**src/rtl/ts_pkg.sv**
```systemverilog
// ts_pkg: constants and types shared by the TS packet generator, sync
// recovery and the packet-loss counter.
//   TS_SYNC_BYTE / TS_SYNC_ERR : good and deliberately corrupted sync byte
//   TS_PKT_LEN / TS_HDR_LEN    : packet length and header length in bytes
//   AFC_PAYLOAD                : adaptation-field control, payload only
//   ts_gen_state_t             : generator FSM states
package ts_pkg;

  localparam logic [7:0] TS_SYNC_BYTE = 8'h47;
  localparam logic [7:0] TS_SYNC_ERR  = 8'hB8;
  localparam int         TS_PKT_LEN   = 188;
  localparam int         TS_HDR_LEN   = 4;
  localparam logic [1:0] AFC_PAYLOAD  = 2'b01;

  typedef enum logic [1:0] {
    IDLE = 2'd0,
    BYTE = 2'd1,
    BGAP = 2'd2,
    PGAP = 2'd3
  } ts_gen_state_t;

  // Header byte 3: not scrambled, payload only, continuity counter.
  function automatic logic [7:0] ts_hdr_byte3(input logic [3:0] cc);
    return {2'b00, AFC_PAYLOAD, cc};
  endfunction

endpackage

```
**src/rtl/ts_gap_timer.sv**
```systemverilog
// ts_gap_timer: 8-bit loadable down-counter timing the idle cycles between
// bytes and between packets.
//   clk, rst : clock, synchronous active-high reset
//   i_load   : load i_value this cycle
//   i_value  : number of idle cycles to time
//   i_dec    : count down one idle cycle
//   o_done   : the current idle cycle is the last one of the gap
module ts_gap_timer (
  input  logic       clk,
  input  logic       rst,
  input  logic       i_load,
  input  logic [7:0] i_value,
  input  logic       i_dec,
  output logic       o_done
);

  logic [7:0] r_count;

  always_ff @(posedge clk) begin
    if (rst) begin
      r_count <= 8'd0;
    end else if (i_load) begin
      r_count <= i_value;
    end else if (i_dec && (r_count != 8'd0)) begin
      r_count <= r_count - 8'd1;
    end
  end

  // Loaded with N, the count reads N..1 across the N idle cycles; the cycle
  // reading 1 is the last one.
  assign o_done = (r_count <= 8'd1);

endmodule

```
**src/rtl/ts_packet_gen.sv**
```systemverilog
// ts_packet_gen: MPEG-2 transport stream packet generator.
// Emits 188-byte packets (sync, PID header, continuity counter, counting
// payload) with programmable byte and packet gaps and on-demand error
// injection (corrupted sync byte, skipped continuity counter).
// Ports:
//   clk, rst          : clock, synchronous active-high reset
//   enable            : level, generate packets while high
//   pid_cfg           : PID of the next packet, 0 selects PID_DEFAULT
//   byte_gap, pkt_gap : idle cycles between bytes / after the last byte
//   drop_req          : pulse, skip one continuity counter value
//   sync_err_req      : pulse, corrupt the next sync byte
//   valid_out         : ts_data_out carries a byte this cycle
//   sync_out          : marks byte 0 of each packet
//   ts_data_out       : packet byte, held while valid_out is low
//   pkt_count         : packets fully emitted since reset
//   busy              : from the first byte to the end of the trailing gap
//   dbg_state         : current FSM state
// Stream handshake: valid-only. A byte is transferred in every cycle where
// valid_out is high; there is no ready, so the consumer must take it then.
module ts_packet_gen
  import ts_pkg::*;
#(
  parameter logic [12:0] PID_DEFAULT = 13'h0100
) (
  input  logic        clk,
  input  logic        rst,
  input  logic        enable,
  input  logic [12:0] pid_cfg,
  input  logic [7:0]  byte_gap,
  input  logic [7:0]  pkt_gap,
  input  logic        drop_req,
  input  logic        sync_err_req,
  output logic        valid_out,
  output logic        sync_out,
  output logic [7:0]  ts_data_out,
  output logic [31:0] pkt_count,
  output logic        busy,
  output logic [1:0]  dbg_state
);

  localparam int         PKT_LEN  = TS_PKT_LEN;
  localparam logic [7:0] LAST_IDX = 8'(PKT_LEN - 1);

  // r_state describes what the registered outputs show in this cycle:
  // BYTE means byte r_idx is on ts_data_out.
  ts_gen_state_t r_state, w_next_state;
  logic [7:0]    r_idx, w_next_idx;
  logic          w_emit, w_pkt_start, w_pkt_done;
  logic          w_timer_load, w_timer_dec, w_timer_done;
  logic [7:0]    w_timer_val;

  logic [12:0]   r_pid;
  logic [7:0]    r_byte_gap, r_pkt_gap;
  logic [3:0]    r_cc, r_cc_next, w_pkt_cc;
  logic          r_pusi, r_pusi_pend;
  logic          r_drop_flag, r_sync_flag, w_drop_arm, w_sync_arm;
  logic [12:0]   w_pid_sel;
  logic [7:0]    w_byte;

  logic          r_valid, r_sync, r_busy;
  logic [7:0]    r_data;
  logic [31:0]   r_pkt_count;

  ts_gap_timer u_gap_timer (
    .clk     (clk),
    .rst     (rst),
    .i_load  (w_timer_load),
    .i_value (w_timer_val),
    .i_dec   (w_timer_dec),
    .o_done  (w_timer_done)
  );

  // A request arriving in the cycle that decides byte 0 still reaches that
  // packet; one arriving while byte 0 is on the bus waits for the next.
  assign w_drop_arm = r_drop_flag | drop_req;
  assign w_sync_arm = r_sync_flag | sync_err_req;
  assign w_pkt_cc   = r_cc_next + {3'b000, w_drop_arm};
  assign w_pid_sel  = (pid_cfg == 13'd0) ? PID_DEFAULT : pid_cfg;

  always_comb begin
    w_next_state = r_state;
    w_emit       = 1'b0;
    w_next_idx   = r_idx;
    w_timer_load = 1'b0;
    w_timer_val  = r_byte_gap;
    w_timer_dec  = 1'b0;
    case (r_state)
      IDLE: begin
        if (enable) begin
          w_next_state = BYTE;
          w_emit       = 1'b1;
          w_next_idx   = 8'd0;
        end
      end
      BYTE: begin
        if (r_idx != LAST_IDX) begin
          if (r_byte_gap != 8'd0) begin
            w_next_state = BGAP;
            w_timer_load = 1'b1;
            w_timer_val  = r_byte_gap;
          end else begin
            w_emit     = 1'b1;
            w_next_idx = r_idx + 8'd1;
          end
        end else if (r_pkt_gap != 8'd0) begin
          w_next_state = PGAP;
          w_timer_load = 1'b1;
          w_timer_val  = r_pkt_gap;
        end else if (enable) begin
          w_emit     = 1'b1;
          w_next_idx = 8'd0;
        end else begin
          w_next_state = IDLE;
        end
      end
      BGAP: begin
        w_timer_dec = 1'b1;
        if (w_timer_done) begin
          w_next_state = BYTE;
          w_emit       = 1'b1;
          w_next_idx   = r_idx + 8'd1;
        end
      end
      PGAP: begin
        w_timer_dec = 1'b1;
        if (w_timer_done) begin
          if (enable) begin
            w_next_state = BYTE;
            w_emit       = 1'b1;
            w_next_idx   = 8'd0;
          end else begin
            w_next_state = IDLE;
          end
        end
      end
      default: w_next_state = IDLE;
    endcase
  end

  assign w_pkt_start = w_emit && (w_next_idx == 8'd0);
  assign w_pkt_done  = (r_state == BYTE) && (r_idx == LAST_IDX);

  // Byte 0 is built from live inputs; bytes 1..3 use values captured with
  // byte 0, which are already registered by the time those bytes go out.
  always_comb begin
    w_byte = 8'h00;
    case (w_next_idx)
      8'd0:    w_byte = w_sync_arm ? TS_SYNC_ERR : TS_SYNC_BYTE;
      8'd1:    w_byte = {1'b0, r_pusi, 1'b0, r_pid[12:8]};
      8'd2:    w_byte = r_pid[7:0];
      8'd3:    w_byte = ts_hdr_byte3(r_cc);
      default: w_byte = w_next_idx - 8'(TS_HDR_LEN) + {4'd0, r_cc};
    endcase
  end

  always_ff @(posedge clk) begin
    if (rst) begin
      r_state     <= IDLE;
      r_idx       <= 8'd0;
      r_pid       <= 13'd0;
      r_byte_gap  <= 8'd0;
      r_pkt_gap   <= 8'd0;
      r_cc        <= 4'd0;
      r_cc_next   <= 4'd0;
      r_pusi      <= 1'b0;
      r_pusi_pend <= 1'b1;
      r_drop_flag <= 1'b0;
      r_sync_flag <= 1'b0;
      r_valid     <= 1'b0;
      r_sync      <= 1'b0;
      r_data      <= 8'h00;
      r_busy      <= 1'b0;
      r_pkt_count <= 32'd0;
    end else begin
      r_state <= w_next_state;
      r_busy  <= (w_next_state != IDLE);

      if (w_emit) begin
        r_valid <= 1'b1;
        r_sync  <= (w_next_idx == 8'd0);
        r_data  <= w_byte;
        r_idx   <= w_next_idx;
      end else begin
        r_valid <= 1'b0;
        r_sync  <= 1'b0;
      end

      if (w_pkt_start) begin
        r_pid       <= w_pid_sel;
        r_byte_gap  <= byte_gap;
        r_pkt_gap   <= pkt_gap;
        r_cc        <= w_pkt_cc;
        r_cc_next   <= w_pkt_cc + 4'd1;
        r_pusi      <= r_pusi_pend;
        r_pusi_pend <= 1'b0;
        r_drop_flag <= 1'b0;
        r_sync_flag <= 1'b0;
      end else begin
        r_drop_flag <= w_drop_arm;
        r_sync_flag <= w_sync_arm;
        if ((w_next_state == IDLE) && (r_state != IDLE)) begin
          r_pusi_pend <= 1'b1;
        end
      end

      if (w_pkt_done) begin
        r_pkt_count <= r_pkt_count + 32'd1;
      end
    end
  end

  assign valid_out   = r_valid;
  assign sync_out    = r_sync;
  assign ts_data_out = r_data;
  assign pkt_count   = r_pkt_count;
  assign busy        = r_busy;
  assign dbg_state   = r_state;

endmodule
```
**config.mk**
```make
export PLATFORM = sky130hd
export DESIGN_NAME = ts_packet_gen
export DESIGN_NICKNAME = d
export VERILOG_FILES = /design/src/rtl/ts_pkg.sv /design/src/rtl/ts_gap_timer.sv /design/src/rtl/ts_packet_gen.sv
export SDC_FILE = /design/constraint.sdc
export NUM_CORES = 1
export LEC_CHECK = 0
export CAP_MARGIN = 15
export CELL_PAD_IN_SITES_DETAIL_PLACEMENT = 1
export CELL_PAD_IN_SITES_GLOBAL_PLACEMENT = 1
export CORE_AREA = 2 2 125 127
export CTS_CLUSTER_DIAMETER = 200
export DETAILED_ROUTE_END_ITERATION = 8
export DIE_AREA = 0 0 127 129
export HOLD_SLACK_MARGIN = 0.12
export PLACE_DENSITY = 0.85
export REMOVE_ABC_BUFFERS = 1
export SYNTH_ARGS = -nofsm -noshare
export SYNTH_HDL_FRONTEND = slang
export SYNTH_HIERARCHICAL = 1
export SYNTH_SLANG_ARGS = --single-unit
```
**constraint.sdc**
```tcl
create_clock -name clk -period 4.3 [get_ports clk]
set_input_delay 0.43 -clock clk [delete_from_list [all_inputs] [get_ports clk]]
set_output_delay 0.43 -clock clk [all_outputs]
set_load 0.03 [all_outputs]
```
* Word-level counts from Yosys, hierarchy flattened
Cells that the tools add are included.
** Word-level totals
- Bits in registers :: 102
- Output and inout bits :: 45
- Word-level logic and storage cells :: 93
- Input bits :: 34
** Cells by class
- Add/subtract/negate cells :: 7
- Equality and inequality tests :: 8
- Reduce and logical (&&, ||, !) cells :: 18
- Muxes and demuxes :: 39
- Magnitude comparators :: 1
- Bitwise gates (word level) :: 3
** Operators with widths (count)
- $mux 8 :: 12
- $pmux 8 s4 :: 2
- $add 32x1->32 const B :: 1
- $reduce_bool 8->1 :: 3
- $eq 8x2->1 const B :: 2
- $mux 1 :: 15
- $mux 2 :: 7
- $logic_not 13->1 :: 1
- $mux 13 :: 1
- $add 8x1->8 const B :: 1
- $add 8x4->8 :: 1
- $eq 8x1->1 const B :: 1
- $eq 8x8->1 const B :: 1
- $le 8x1->1 const B :: 1
- $logic_not 8->1 :: 1
- $ne 8x8->1 const B :: 1
- $pmux 2 s4 :: 1
- $reduce_bool 2->1 :: 4
- $sub 8x1->8 const B :: 1
- $sub 8x3->8 const B :: 1
- $reduce_or 2->1 :: 3
- $add 4x1->4 :: 1
- $add 4x1->4 const B :: 1
- $eq 2x2->1 const B :: 2
- 6 further kinds :: 11

* Longest topological paths before layout
- Depth in word-level cells :: 8
- Depth in mapped cells :: 20
- Mapped depth without buffers :: 19

* By module
Netlist, hierarchy kept.
** By module, submodules not included
- ts_packet_gen :: area each 4889.7 um^2, cells an instance 558, instances 1, seq. area each 1881.8 um^2
- ts_gap_timer :: area each 558.0 um^2, cells an instance 68, instances 1, seq. area each 160.2 um^2

* Worst setup path before layout
OpenSTA, ideal clock, no wires.
- Kind :: register -> register
- From :: reg u_gap_timer.r_count[2]
- To :: reg r_data[7] (netlist: ts_data_out[7])
- Stages on the path, launching flop included :: 19
- Data required time :: 4176 ps
- Data arrival time :: 4225 ps
- Setup time :: 124 ps
- Clock period less this slack :: 4349 ps
- Path buffers :: 1
- Setup slack :: -49 ps
- Cell sequence :: dfxtp_1 > or4_4 > nor4_1 > nor2b_1 > nor2_1 > o31ai_1 > o21ai_2 > buf_4 > inv_2 > ha_1 > ha_1 > fa_1 > a21o_1 > a21oi_1 > o21bai_1 > a21oi_1 > xor2_1 > a31oi_1 > o21ai_0
** Between the ends
- Word-level cells in the longest chain between the ends :: 6
- Elaborated cells between the ends (all ways) :: 14
- Those cells by class :: add/sub: 2; order compare: 1; eq/ne: 3; mux: 7; reduce/logical: 1
** Ends and longest elaborated chain
- from (decl) :: RTL line ts_gap_timer.sv:17 : logic [7:0] r_count;
- from (signal assigned) :: RTL line ts_gap_timer.sv:23 : r_count <= i_value;
- from (signal assigned) :: RTL line ts_gap_timer.sv:25 : r_count <= r_count - 8'd1;
- $le 8x1->1 * :: RTL line ts_gap_timer.sv:31 : assign o_done = (r_count <= 8'd1);
- net w_timer_done :: RTL line ts_packet_gen.sv:49 : logic w_timer_load, w_timer_dec, w_timer_done;
- $mux 8, on equally long branches :: RTL line ts_packet_gen.sv:126, ts_packet_gen.sv:118
- $pmux 8 s4 * :: RTL line ts_packet_gen.sv:87 : case (r_state)
- net w_next_idx[0] :: RTL line ts_packet_gen.sv:47 : logic [7:0] r_idx, w_next_idx;
- $sub 8x3->8 :: RTL line ts_packet_gen.sv:152 : default: w_byte = w_next_idx - 8'(TS_HDR_LEN) + {4'd0, r_cc};
- $add 8x4->8 :: RTL line ts_packet_gen.sv:152
- $pmux 8 s4 * :: RTL line ts_packet_gen.sv:147 : case (w_next_idx)
- to (signal assigned) :: RTL line ts_packet_gen.sv:181 : r_data <= w_byte;
- to (decl) :: RTL line ts_packet_gen.sv:61 : logic [7:0] r_data;
The timed path passes the listed nets; every way through them passes the cells marked *.
A chain may end at the register's enable or synchronous reset.

* Final worst setup path
Same ends and word-level chain as after synthesis.

==> run summary <==
vias -> 4,973
Worst-Skew Late Latency -> 350 ps
most common cell after layout, fill and taps aside -> nor2_1
first-pass GRT wire length -> 26,400 um
Area growth syn-to-layout -> 24.99%
register share of total power -> 0.298
Slowest-stage cell, CP -> or4_4
Comb pwr share -> 0.529
Psw -> 2.057 mW
CP Capture Type -> register
n_diodes -> 0
Peak VDD IR -> 391.1 uV
post-synth cell types -> 74
final hold vios -> 0
pre-CTS WS -> -51.67 ps
ANT nets after route -> 0
final wirelength -> 15,700 um
total track usage -> 0.1992
delay of the slowest critical-path stage -> 590 ps
commonest cells after routing, fill and taps aside -> nor2_1, dfxtp_1, clkdlybuf4s50_1, mux2i_1, nand2_1
max frequency -> 247.7 MHz
DR pass1 iterations -> 4
top post-synthesis cells by area -> dfxtp_1, nor2_1, mux2i_1
Clock Pin Slew Worst Setup and Hold Paths -> 70 ps
worst-path fanout max -> 7
Worst Skew -> 6.707 ps
drt wl/cell -> 17.41 um
layout cells sized above 1 -> 0.1008
Area after DPL -> 0.006474 mm2
root buffer cell -> clkbuf_16
# hold bufs at CTS -> 0
Ys Warns -> 6
FF+latch count, synth -> 102
Setup-failing EPs final -> 0
Die Y-Extent -> 129 um
Slew @ Worst Pin -> 1151 ps
asr flop ratio synth -> 0
Congestion Overflow GR -> 0
gpl congestion -> 0.8719
setup TNS -> 0 ps
kind of critical path -> reg2reg
final instance area -> 0.006809 mm2
status -> finished clean
pin count of the biggest net entering global routing -> 45
DR iter-0 viols -> 210
vias in the first global route -> 5,246
die area -> 0.01638 mm2
Max-Cap Viols -> 0
Fin Hold WS -> 503.7 ps
number of synthesized flops with an enable pin -> 0
total chip power -> 4.847 mW
Net Sw Frac -> 0.4243
IO Pins -> 79
Internal -> 2.791 mW
final worst slack -> 263.6 ps
post-DP HPWL -> 11,870 um
die width -> 127 um
critical path data required time -> 4520 ps
Final Net Count -> 764
Lkg Pwr -> 2.727 nW
std cell rows -> 45
I/O Buffers -> 78
crit path launch type -> register
Mean Syn Cell Area -> 8.702 um2
Yosys top cell area share -> 0.3748
Worst EP arrival -> 4260 ps
final worst-path cycle share -> 0.9387
CTS tree -> done
maximum clock path buffer count -> 2
Worst slew margin -> 0.2281
Initial Util -> 0.3637
Mapped Cells -> 626
cell taking the most area after synthesis -> dfxtp_1
clk sinks -> 102
RSZ-0062 raised after global routing -> no
vias per cell -> 5.513
worst-path cell chain -> or4_4 > nor4_4 > buf_4 > nand3_1 > a21o_1 > o211ai_1 > nor2_1 > inv_2 > ha_1 > ha_1 > fa_1 > a21o_1 > a21oi_2 > o21bai_1 > a21oi_1 > xor2_1 > a31oi_1 > o21ai_0
H-tree Lvls -> 3
CORE AREA -> 0.01498 mm2
clock power share -> 0.173
TritonCTS Buffers -> 9
register area share after synthesis -> 0.3748
antenna violations before repair -> 0
ys flop type -> dfxtp_1
# DRC -> 0
Mapped Area -> 0.005448 mm2
worst hold-check path type -> reg2reg
Period minus WS final -> 4036 ps
count of pins over their slew limit -> 0
PD cells -> 711.9 mW/mm2
## per-stage QoR
stage | utilization | std cells
after detailed placement | 0.4322 | 884
after floorplan | - | 600
after global routing | 0.4546 | 902
after CTS | 0.4533 | 900
final | 0.4546 | 902
after global placement | 0.4322 | 884
## power by group through the flow
stage	clock network (mW)	logic, mW	registers, mW
CTS	0.866	2.54	1.44
global route	0.907	2.80	1.48
detailed placement	0	2.50	1.45
global placement	0	2.41	1.43
floorplan	0	1.65	1.46
finish	0.840	2.56	1.44
## metal layers
layer | wire (um) | track usage
met4 | 286 | 0.07240
met2 | 7998 | 0.3608
met5 | 0 | 0
met3 | 433 | 0.02827
met1 | 6986 | 0.2413
## repair_timing
item / CTS / global route
setup buffers: 0 / 2
hold endpoints to repair: 0 / 0
endpoints found under the setup margin: 1 / 12
gates resized for setup: 2 / 4
pin swaps: 0 / 2
## registers in the layout, summed over array words and instances, names as in the netlist
name	flops
pkt_count	32
r_pid	13
r_byte_gap	8
r_idx	8
r_pkt_gap	8
ts_data_out	8
u_gap_timer/r_count	8
r_cc	4
r_cc_next	4
dbg_state	2
busy	1
r_drop_flag	1
r_pusi	1
r_pusi_pend	1
r_sync_flag	1
sync_out	1
valid_out	1
## synth_stat cells, types with 4 or more instances
library cell and count:
nor2b_1 9, nand4_1 12, clkbuf_1 16, and3_1 14
nor2_1 105, a22o_1 8, ha_1 20, nor4_1 10
xnor2_1 19, o21ai_0 17, a21oi_1 28, nor3b_1 5
or3b_2 5, nor3_1 9, dfxtp_1 102, inv_1 22
a21o_1 5, and4_1 4, a211oi_1 5, nand3_1 21
o21bai_1 5, buf_4 4, nand2_1 30, a31oi_1 8
buf_2 6, or3_1 8, mux2i_1 37, xor2_1 17
## worst max-delay path: cells and delay by family (launching register included)
| kind | cells | cell delay, ps |
|---|---|---|
| AOI/OAI and AO/OA | 8 | 1240 |
| and+or+nand+nor | 4 | 1000 |
| adders and majority gates | 3 | 890 |
| DFF | 1 | 360 |
| buffers and inverters | 2 | 320 |
| xor gates and xnor gates | 1 | 90 |
## final timing paths
kind	cells past startpoint	endpoint	startpoint	slack, ps
worst max-delay path	18	ts_data_out[7]	u_gap_timer/r_count[2]	260
worst max register to register	18	ts_data_out[7]	u_gap_timer/r_count[2]	260
worst min register to register	2	r_pid[2]	r_pid[2]	500
worst min-delay path	2	r_pid[2]	r_pid[2]	500
## cells by family after synthesis
logic type | synth area share
AOI/OAI and AO/OA | 0.1617
xor gates and xnor gates | 0.05788
adders and majority gates | 0.04961
buffers and inverters | 0.03790
DFF | 0.3748
muxes | 0.07005
and+or+nand+nor | 0.2480
## cell type report
| cell class | count | area, um2 |
|---|---|---|
| well taps | 188 | 235.2 |
| clock buffers | 11 | 242.7 |
| flip-flops and latches | 102 | 2043 |
| repair buffers | 98 | 925.9 |
| clock inverters | 5 | 57.56 |
| multi-input cells | 475 | 3218 |
| fillers | 1766 | 8168 |
| inverters | 23 | 86.33 |
Power figures use the tool's default switching activity.
